**config.mk**
```make
export PLATFORM = sky130hd
export DESIGN_NAME = sprite_line_scan
export DESIGN_NICKNAME = d
export VERILOG_FILES = /design/src/rtl/sprite_line_scan.sv
export SDC_FILE = /design/constraint.sdc
export NUM_CORES = 1
export LEC_CHECK = 0
export BUFFER_PORTS_ARGS = -buffer_cell sky130_fd_sc_hd__buf_4
export CAP_MARGIN = 20
export CORE_ASPECT_RATIO = 0.75
export CORE_MARGIN = 5
export CORE_UTILIZATION = 44
export DETAILED_ROUTE_END_ITERATION = 12
export GPL_TIMING_DRIVEN = 0
export PLACE_DENSITY = 0.73
export SETUP_SLACK_MARGIN = 0.15
export SYNTH_ARGS = -nofsm -noshare
export SYNTH_HDL_FRONTEND = slang
export SYNTH_SLANG_ARGS = --single-unit
```
**constraint.sdc**
```tcl
create_clock -name clk -period 3.2 [get_ports clk]
set_clock_uncertainty 0.1 [all_clocks]
set_input_delay 0.48 -clock clk [delete_from_list [all_inputs] [get_ports clk]]
set_output_delay 0.48 -clock clk [all_outputs]
set_load 0.1 [all_outputs]
```
**src/rtl/sprite_line_scan.sv**
```systemverilog
// Per-scanline OAM search: walks every OAM entry, applies the Y-range test and
// keeps the first MAX_SPRITES hits (X and OAM index) in OAM order for the sorter.
module sprite_line_scan #(
    parameter int OAM_ENTRIES = 40,
    parameter int MAX_SPRITES = 10
) (
    input  logic                       clk,
    input  logic                       reset,
    input  logic                       start,
    input  logic [7:0]                 line,
    input  logic                       size16,
    output logic [5:0]                 oam_addr,
    input  logic [7:0]                 oam_y,
    input  logic [7:0]                 oam_x,
    output logic                       busy,
    output logic                       done,
    output logic [3:0]                 count,
    output logic [8*MAX_SPRITES-1:0]   x,
    output logic [6*MAX_SPRITES-1:0]   oam_idx
);

    typedef enum logic [1:0] {S_IDLE, S_ADDR, S_DRAIN, S_DONE} state_t;

    localparam logic [5:0] LAST_ADDR = 6'(OAM_ENTRIES - 1);
    localparam logic [3:0] MAX_CNT   = 4'(MAX_SPRITES);

    state_t      state_q, state_d;
    logic [5:0]  addr_q, addr_d;
    logic [7:0]  line_q, line_d;
    logic        size16_q, size16_d;
    logic        rd_valid_q, rd_valid_d;
    logic [5:0]  rd_idx_q, rd_idx_d;
    logic        busy_q, busy_d;
    logic        done_q, done_d;
    logic [3:0]  count_q, count_d;
    logic [7:0]  x_q   [MAX_SPRITES];
    logic [7:0]  x_d   [MAX_SPRITES];
    logic [5:0]  idx_q [MAX_SPRITES];
    logic [5:0]  idx_d [MAX_SPRITES];

    logic signed [9:0] diff;
    logic signed [9:0] height;
    logic              hit;
    logic              slot_wr;

    // rd_valid_q/rd_idx_q track the entry whose Y/X bytes are on the bus this
    // cycle, since the OAM read lags the issued address by one clock.
    always_comb begin
        diff    = signed'(({2'b00, line_q} + 10'd16) - {2'b00, oam_y});
        height  = size16_q ? 10'sd16 : 10'sd8;
        hit     = rd_valid_q && (diff >= 10'sd0) && (diff < height);
        slot_wr = !start && hit && (count_q < MAX_CNT);
    end

    always_comb begin
        state_d    = state_q;
        addr_d     = addr_q;
        line_d     = line_q;
        size16_d   = size16_q;
        rd_valid_d = 1'b0;
        rd_idx_d   = rd_idx_q;
        busy_d     = busy_q;
        done_d     = 1'b0;
        count_d    = count_q;

        if (start) begin
            state_d  = S_ADDR;
            addr_d   = 6'd0;
            line_d   = line;
            size16_d = size16;
            busy_d   = 1'b1;
            count_d  = 4'd0;
        end else begin
            rd_valid_d = (state_q == S_ADDR);
            rd_idx_d   = addr_q;
            case (state_q)
                S_ADDR: begin
                    if (addr_q == LAST_ADDR) begin
                        state_d = S_DRAIN;
                    end else begin
                        addr_d = addr_q + 6'd1;
                    end
                end
                S_DRAIN: state_d = S_DONE;
                S_DONE: begin
                    state_d = S_IDLE;
                    busy_d  = 1'b0;
                    done_d  = 1'b1;
                end
                default: state_d = S_IDLE;
            endcase
            if (slot_wr) begin
                count_d = count_q + 4'd1;
            end
        end
    end

    generate
        for (genvar gi = 0; gi < MAX_SPRITES; gi++) begin : g_slot
            always_comb begin
                x_d[gi]   = x_q[gi];
                idx_d[gi] = idx_q[gi];
                if (start) begin
                    x_d[gi]   = 8'hFF;
                    idx_d[gi] = 6'd0;
                end else if (slot_wr && (count_q == 4'(gi))) begin
                    x_d[gi]   = oam_x;
                    idx_d[gi] = rd_idx_q;
                end
            end

            always_ff @(posedge clk) begin
                if (reset) begin
                    x_q[gi]   <= 8'hFF;
                    idx_q[gi] <= 6'd0;
                end else begin
                    x_q[gi]   <= x_d[gi];
                    idx_q[gi] <= idx_d[gi];
                end
            end

            assign x[8*gi +: 8]       = x_q[gi];
            assign oam_idx[6*gi +: 6] = idx_q[gi];
        end
    endgenerate

    always_ff @(posedge clk) begin
        if (reset) begin
            state_q    <= S_IDLE;
            addr_q     <= 6'd0;
            line_q     <= 8'd0;
            size16_q   <= 1'b0;
            rd_valid_q <= 1'b0;
            rd_idx_q   <= 6'd0;
            busy_q     <= 1'b0;
            done_q     <= 1'b0;
            count_q    <= 4'd0;
        end else begin
            state_q    <= state_d;
            addr_q     <= addr_d;
            line_q     <= line_d;
            size16_q   <= size16_d;
            rd_valid_q <= rd_valid_d;
            rd_idx_q   <= rd_idx_d;
            busy_q     <= busy_d;
            done_q     <= done_d;
            count_q    <= count_d;
        end
    end

    assign oam_addr = addr_q;
    assign busy     = busy_q;
    assign done     = done_q;
    assign count    = count_q;

endmodule

```
==> Word-level counts from Yosys, hierarchy flattened <==
Memory sizes are Yosys's and may differ from the RTL's.
Cells that the tools add are included.
{ "totals": {"out_inout_bits": 152, "input_bits": 28, "ramBits": 140, "romBits": 0, "wordCells": 144, "mem_count": 2, "latchBits": 0, "regBits": 30} }
{ "op_classes": {"n_lt_le_gt_ge": 3, "bitwise_logic": 21, "n_reduce_logical": 19, "mux": 70, "shifts": 0, "multipliers": 0, "addsub": 4, "n_eq_ne": 15, "div_mod_pow": 0} }
{ "mem_list": {"columns": ["name", "depth", "width", "read_ports", "rd_clocked_by_memory_dff", "wr", "line_no", "rtl"], "rows": [
  ["x_q", 10, 8, 10, 0, 10, "36", "logic [7:0] x_q [MAX_SPRITES];"],
  ["idx_q", 10, 6, 10, 0, 10, "38", "logic [5:0] idx_q [MAX_SPRITES];"]
]} }
{ "ops": {"columns": ["op", "count"], "rows": [
  ["two-way mux 8 bit", 30],
  ["two-way mux 6 bit", 30],
  ["OR 1 bit", 20],
  ["equality test 4 x 3 -> 1 bit, second input constant", 4],
  ["logical AND 1 bit", 14],
  [">= comparator 10 x 1 -> 1 bit, second input constant", 1],
  ["< comparator 10 x 6 -> 1 bit", 1],
  ["subtractor 9 x 8 -> 10 bit", 1],
  ["adder 8 x 5 -> 9 bit, second input constant", 1],
  ["equality test 4 x 2 -> 1 bit, second input constant", 2],
  ["equality test 4 bit, second input constant", 2],
  ["two-way mux 1 bit", 7],
  ["adder 6 x 1 -> 6 bit, second input constant", 1],
  ["equality test 6 bit, second input constant", 1],
  ["two-way mux 5 bit", 1],
  ["adder 4 x 1 -> 4 bit, second input constant", 1],
  ["equality test 2 bit, second input constant", 2],
  ["equality test 4 x 1 -> 1 bit, second input constant", 1],
  ["zero test 4 bit", 1],
  ["< comparator 4 bit, second input constant", 1],
  ["case mux 2 bit (2 select lines)", 1],
  ["!= test 3 x 2 -> 1 bit, second input constant", 1],
  ["equality test 2 x 1 -> 1 bit, second input constant", 1],
  ["two-way mux 2 bit", 1],
  ["6 further kinds", 6]
]} }

==> Longest topological paths before layout <==
Gate-level depths: netlist of run 1.
{ "logic_depth": {"word_depth": 11, "depth_mapped": 16, "depth_no_buf": 14} }

==> Worst setup path after synthesis of run 1 <==
No wires, ideal clock.
{ "synth_timing": {"path_kind": "input-to-reg", "from": "input oam_y[2]", "to": "memory x_q[0][0]", "setup_time_ns": 0.140, "required_ns": 2.960, "setup_slack_ns": -0.319, "n_path_buf": 2, "arrival_ns": 3.278, "cell_stages": 14, "path_cell_list": "inv_1 ha_1 ha_1 a21o_1 a211oi_1 a21oi_1 ha_1 a21boi_0 a2111oi_1 and2_1 buf_4 nand4_4 buf_4 mux2i_1"} }
{ "synth_lines": {"columns": ["item", "line_no", "rtl"], "rows": [
  ["start: declaration", "13", "input logic [7:0] oam_y,"],
  ["end: declaration", "36", null]
]} }

==> results.yml, run 1 <==
worst_setup_path:
  crit_chain: "ha_4 -> ha_4 -> a211o_1 -> a21oi_4 -> ha_4 -> a21boi_4 -> a2111oi_4 -> and2_4 -> buf_12 -> nand4_4 -> clkbuf_16 -> mux2i_2"
  rr_worst_depth: 12
  crit_slowest_cell: "a2111oi_4"
  crit_buf_inv: 2
  cp_slowest_stage_delay_ns: 0.35
  cp.required_ns: 3.39
  crit_arrival_ns: 3.35
  critical_path.top_delay_family: "compound AO/OA/AOI/OAI gates"
  setup.worst_path.start_class: "register"
  worstSetupPathDepth: 12
  critPathCaptureType: "register"
  cp_common_cell: "ha_4"
  worstSetupPathType: "reg -> reg"
  path_max_fanout: 5
placed_design:
  dp_cells: 1081
  place_congestion: 0.828
  port_buffers: 178
  hpwl_um: 14200
timing:
  setup_tns_ns: 0
  fin_crit_sh_pct: 98.7
  rsz0062_at_grt: "yes"
  report.final.slew_viol_count: 0
  tightest_slew_ns: 1.03
  fmax_ghz: 0.317
  slew_headroom_pct: 30.9
  setup_viol: 0
  finalCriticalPeriod_ns: 3.16
  finalHoldViolations: 0
cells_and_area:
  final_cell_count_no_fill: 1136
  nNetsFinal: 968
  area_growth_pct: 40.3
  final_layout_size_suffix_gt1_share_pct: 32.0
  insertedDiodeCount: 0
synth:
  syn_avg_cell_area_um2: 10.2
  post-synth-top-count-cell: "dfxtp_1"
  synth.top_cell.area_share_pct: 48.1
  synth_top_cells_by_count: "dfxtp_1, mux2i_1, nor2_1"
  syn_area_um2: 7080
  ys_seq_area_share_pct: 48.1
  synth-async-reset-ratio_pct: 0
  synth_seq_cells: 170
  ys_types: 50
  syn_inst: 693
  synth_edf_count: 0
  synth_nets: 747
  ys.flop_type: "dfxtp_1"
  netlist_top_cells_area: "dfxtp_1, mux2i_1, nor2_1"
  yosysTopAreaCell: "dfxtp_1"
  yosysWarnings: 0
pwr:
  p_leak_uw: 0.00483
  ir_drop_uv: 385
  cellPowerDensity_nw_per_um2: 471
detailed_routing:
  vias: 5700
  drc_errors: 0
  wire_per_inst_um: 17.6
  viasPerCell: 5.02
  ant_nets: 0
  drtIter0Drc: 313
  routed_wl_um: 20000
  drt_first_pass_iters: 4
global_route:
  grt_pass1_vias: 5434
  grt_max_degree: 17
  grt_pass1_wl_um: 30200
  grt_overflow: 0
  grt_antenna_before_repair: 0
  grtUsageTotal_pct: 20.7
floorplanning:
  start_util_pct: 44.5
  dieArea_um2: 18800
  rows: 40
  fp.dieW_um: 156
  die-height_um: 120
  core_area_um2: 15900
  pin_count: 180
clock_tree:
  insertion_delay_ns: 0.42
  root_buffer: "clkbuf_16"
  h-tree-depth: 4
  tritoncts: "yes"
  clk_pin_slew_ns: 0.07
  clock_sinks: 170
  cts_buffer_depth: 2
  cts_buffers: 17
hold_path:
  hold_class: "in -> reg"
  hold_path_depth: 3
run_status:
  status: "complete, no violations"
flow_run:
  maxCapViolCount: 0
-- cell usage in the layout (no fill, tap or decap), types with 4 or more instances in the layout --
| cell type | count |
|---|---|
| nand4_4 | 8 |
| mux2i_2 | 4 |
| nand4_1 | 4 |
| inv_1 | 18 |
| o21ai_0 | 6 |
| mux2i_1 | 152 |
| inv_2 | 5 |
| dfxtp_1 | 165 |
| clkbuf_16 | 18 |
| nand2_1 | 76 |
| buf_6 | 12 |
| nor2_1 | 121 |
| nand3_1 | 4 |
| ha_4 | 9 |
| clkbuf_1 | 23 |
| a21oi_1 | 7 |
| buf_4 | 187 |
| ha_1 | 15 |
| dfxtp_2 | 5 |
| buf_12 | 12 |
-- report_power, final --
group	internal (uW)	switching [uW]	total (uW)
Clock	1290	850	2140
Sequential	2130	9.12	2140
Combinational	162	236	399
Total	3580	1100	4680
-- cell families (layout without fill, tap and decap cells) --
kind of cell	count (synthesis)	after routing	synth area share [%]
compound gates	37	37	4.07
xor+xnor	5	5	0.619
fa+ha+maj	26	26	4.81
mux	156	156	22.1
flops	170	170	48.1
buf+inv	62	295	4.40
simple gates	237	237	16.0
-- state kept, by name, summed over array words and instances (netlist names) --
signal      cells
rd_idx_q        6
rd_valid_q      1
line_q          8
state_q         2
size16_q        1
count           4
oam_addr        6
done            1
busy            1
x_q            80
idx_q          60
-- cell type report --
class / instances / area (um2)
plain buffers: 38 / 333
repair buffers: 202 / 1620
multi-input cells: 461 / 3590
flip-flops and latches: 170 / 3410
inverters: 24 / 97.6
well taps: 210 / 263
clock buffers: 22 / 474
fillers: 1299 / 5980
clock inverters: 9 / 138
-- what timing repair did --
item	in CTS	in global routing
buffers inserted	17	5
cloned	2	0
gates resized for setup	39	24
pin swaps	6	3
hold buffers	0	0
endpoints found under the setup margin	139	141
-- per-stage QoR --
stage          hold WS, ns  util (%)  worst slack (ns)  power (uW)  area [um2]
2_1_floorplan        0.360         -             0.111        2430        7240
6_report             0.200      62.4            0.0407        4680        9930
3_3_place_gp         0.344      55.5            -0.284        2520        8840
3_5_place_dp         0.352      55.5            -0.325        2530        8840
4_1_cts              0.185      61.7            0.0583        4670        9810
5_1_grt              0.200      62.4           -0.0345        4830        9930
-- routing by layer --
layer	vias to the layer above	track usage (%)	share of wire (%)
met1	2723	29.0	47
met2	177	30.2	43
met3	23	7.03	8.6
met5	-	0	0
li1	2777	-	-
met4	0	6.45	1.8
-- worst paths after layout --
path / to / slack [ns] / startpoint
max: idx_q[4][2] / 0.04 / line_q[2]
min: line_q[5] / 0.20 / line[5]
max reg2reg: idx_q[4][2] / 0.04 / line_q[2]
min reg2reg: idx_q[0][5] / 0.36 / idx_q[0][5]
-- worst min-delay path: stages --
cell,delay [ns]
buf_4,0.08
mux2i_1,0.05
nor2_1,0.07
Power figures use the tool's default switching activity.
==> run 2: changes to the inputs <==
--- a/config.mk
+++ b/config.mk
@@ -13,6 +13,7 @@
 export DETAILED_ROUTE_END_ITERATION = 12
 export GPL_TIMING_DRIVEN = 0
 export PLACE_DENSITY = 0.73
+export RECOVER_POWER = 100
 export SETUP_SLACK_MARGIN = 0.15
 export SYNTH_ARGS = -nofsm -noshare
 export SYNTH_HDL_FRONTEND = slang
==> results.yml, run 2 (same netlist as run 1, synthesis figures left out) <==
global_route:
  grt_pass1_wl_um: 30200
  grt_antenna_before_repair: 0
  grt_max_degree: 17
  grtUsageTotal_pct: 20.7
  grt_overflow: 0
  grt_pass1_vias: 5434
clock_tree:
  clock_sinks: 170
  insertion_delay_ns: 0.42
  hold_buffers: 0
  clk_pin_slew_ns: 0.06
  h-tree-depth: 4
  root_buffer: "clkbuf_16"
  tritoncts: "yes"
  cts_buffer_depth: 2
  cts_buffers: 17
detailed_routing:
  wire_per_inst_um: 17.6
  ant_nets: 0
  met3_length_um: 1600
  wl_met2_um: 8640
  met1_length_um: 9430
  routed_wl_um: 20000
  viasPerCell: 4.98
  drc_errors: 0
  drtIter0Drc: 310
  vias: 5656
  highest-signal-layer: "met4"
  drt_first_pass_iters: 4
pwr:
  clock_power_share_pct: 45.8
  cellPowerDensity_nw_per_um2: 500
  p_leak_uw: 0.00428
  p_int_uw: 3580
  p_switching_uw: 1090
  p_seq_share_pct: 45.7
  switching_share_pct: 23.4
  ir_drop_uv: 384
  power.share.combinational_pct: 8.5
worst_setup_path:
  crit_arrival_ns: 3.34
  setup.worst_path.start_class: "register"
  rrSetupSlack_ns: 0.04
  cp-startpoint: "line_q[2]"
  reg2reg_from: "line_q[2]"
  cp.required_ns: 3.39
  path_max_fanout: 5
  critPathCaptureType: "register"
  rr_worst_depth: 12
  r2r-end: "idx_q[4][2]"
  worstSetupPathType: "reg -> reg"
placed_design:
  hpwl_um: 14200
  place_congestion: 0.828
  port_buffers: 178
  dpl_cell_area_um2: 8840
cells_and_area:
  top_regs: "x_q: 80 flops, idx_q: 60 flops, line_q: 8 flops"
  top_register: "x_q"
  seq_area_um2: 3410
  area_growth_pct: 32.1
  largest_register_ff_count: 80
  insertedDiodeCount: 0
  fillers: 1454
  multi_input_area_um2: 3590
  layout_common_cells: "clkbuf_1, dfxtp_1, mux2i_1"
  final_layout_size_suffix_gt1_share_pct: 15.2
  nNetsFinal: 968
  design_area_um2: 9350
  final_common_cell: "clkbuf_1"
timing:
  fmax_ghz: 0.317
  tightest_slew_ns: 1.27
  fin_crit_sh_pct: 98.6
  whs_ns: 0.199
  setup_viol: 0
  report.final.slew_viol_count: 0
  rsz0062_at_grt: "yes"
  finalHoldViolations: 0
  slew_headroom_pct: 15.9
  finalCriticalPeriod_ns: 3.16
floorplanning:
  rows: 40
  fp.dieW_um: 156
  core_area_um2: 15900
  start_util_pct: 44.5
  die-height_um: 120
  pin_count: 180
  dieArea_um2: 18800
hold_path:
  hold_end: "line_q[5]"
  hold_class: "in -> reg"
  holdCritStartpoint: "line[5]"
  hold_path_depth: 3
flow_run:
  maxCapViolCount: 0
run_status:
  status: "complete, no violations"
[run 2: changes by cell type in the layout (fill, tap and decap cells not counted)]
cell	before	now
fa_1	1	2
or4_4	1	0
buf_1	3	2
clkbuf_4	0	1
fa_2	1	0
buf_4	187	33
or4_1	0	1
clkbuf_1	23	177
[run 2: worst max path at each step]
| stage | to | slack [ns] | depth (start not counted) |
|---|---|---|---|
| floorplan | x_q[0][0] | 0.11 | 13 |
| global placement | x_q[0][6] | -0.28 | 16 |
| detailed placement | x_q[1][6] | -0.32 | 16 |
| CTS | x_q[2][4] | 0.06 | 12 |
| global route | x_q[7][6] | -0.03 | 13 |
| finish | idx_q[4][2] | 0.04 | 12 |
[run 2: worst max-delay path, stage by stage (launching register included)]
cell,delay (ns)
dfxtp_2,0.34
ha_4,0.28
ha_4,0.19
a211o_1,0.34
a21oi_4,0.15
ha_4,0.21
a21boi_4,0.14
a2111oi_4,0.35
and2_4,0.23
buf_12,0.12
nand4_4,0.20
clkbuf_16,0.24
mux2i_2,0.14
[run 2: power by group through the flow]
stage | clock [uW] | sequential, uW | combinational [uW]
global route | 2270 | 2140 | 425
floorplan | 0 | 2190 | 241
global placement | 0 | 2180 | 338
detailed placement | 0 | 2180 | 343
CTS | 2170 | 2140 | 366
finish | 2140 | 2140 | 396
[run 2: cell type report]
class                           count  area share (%)
Inverter                           24            1.04
Buffer                             38            3.56
Multi-Input combinational cell    461            38.4
Sequential cell                   170            36.5
Clock inverter                      9            1.47
Timing Repair Buffer              202            11.2
Clock buffer                       22            5.07
Tap cell                          210            2.81
[run 2: timing repair]
| action | 4_1_cts | 5_1_grt |
|---|---|---|
| gates cloned | 2 | 0 |
| setup buffers | 17 | 5 |
| pin swaps | 6 | 3 |
| endpoints found under the setup margin | 139 | 141 |
| resized for setup | 39 | 24 |
[run 2: layer usage]
layer / track usage (%) / up-vias
met4: 6.45 / 0
met5: 0 / -
met3: 7.03 / 23
met1: 29.0 / 2706
li1: - / 2781
met2: 30.2 / 146
[run 2: per-stage QoR]
| step | power [uW] | instances | worst slack (ns) | utilization, % | TNS (ns) |
|---|---|---|---|---|---|
| 5_1_grt | 4830 | 1136 | -0.0345 | 58.8 | -0.257 |
| 3_5_place_dp | 2530 | 1081 | -0.325 | 55.5 | -30.94 |
| 3_3_place_gp | 2520 | 1081 | -0.284 | 55.5 | -24.77 |
| 6_report | 4670 | 1136 | 0.0436 | 58.8 | 0 |
| 4_1_cts | 4670 | 1131 | 0.0583 | 61.7 | 0 |
| 2_1_floorplan | 2430 | 693 | 0.111 | - | 0 |
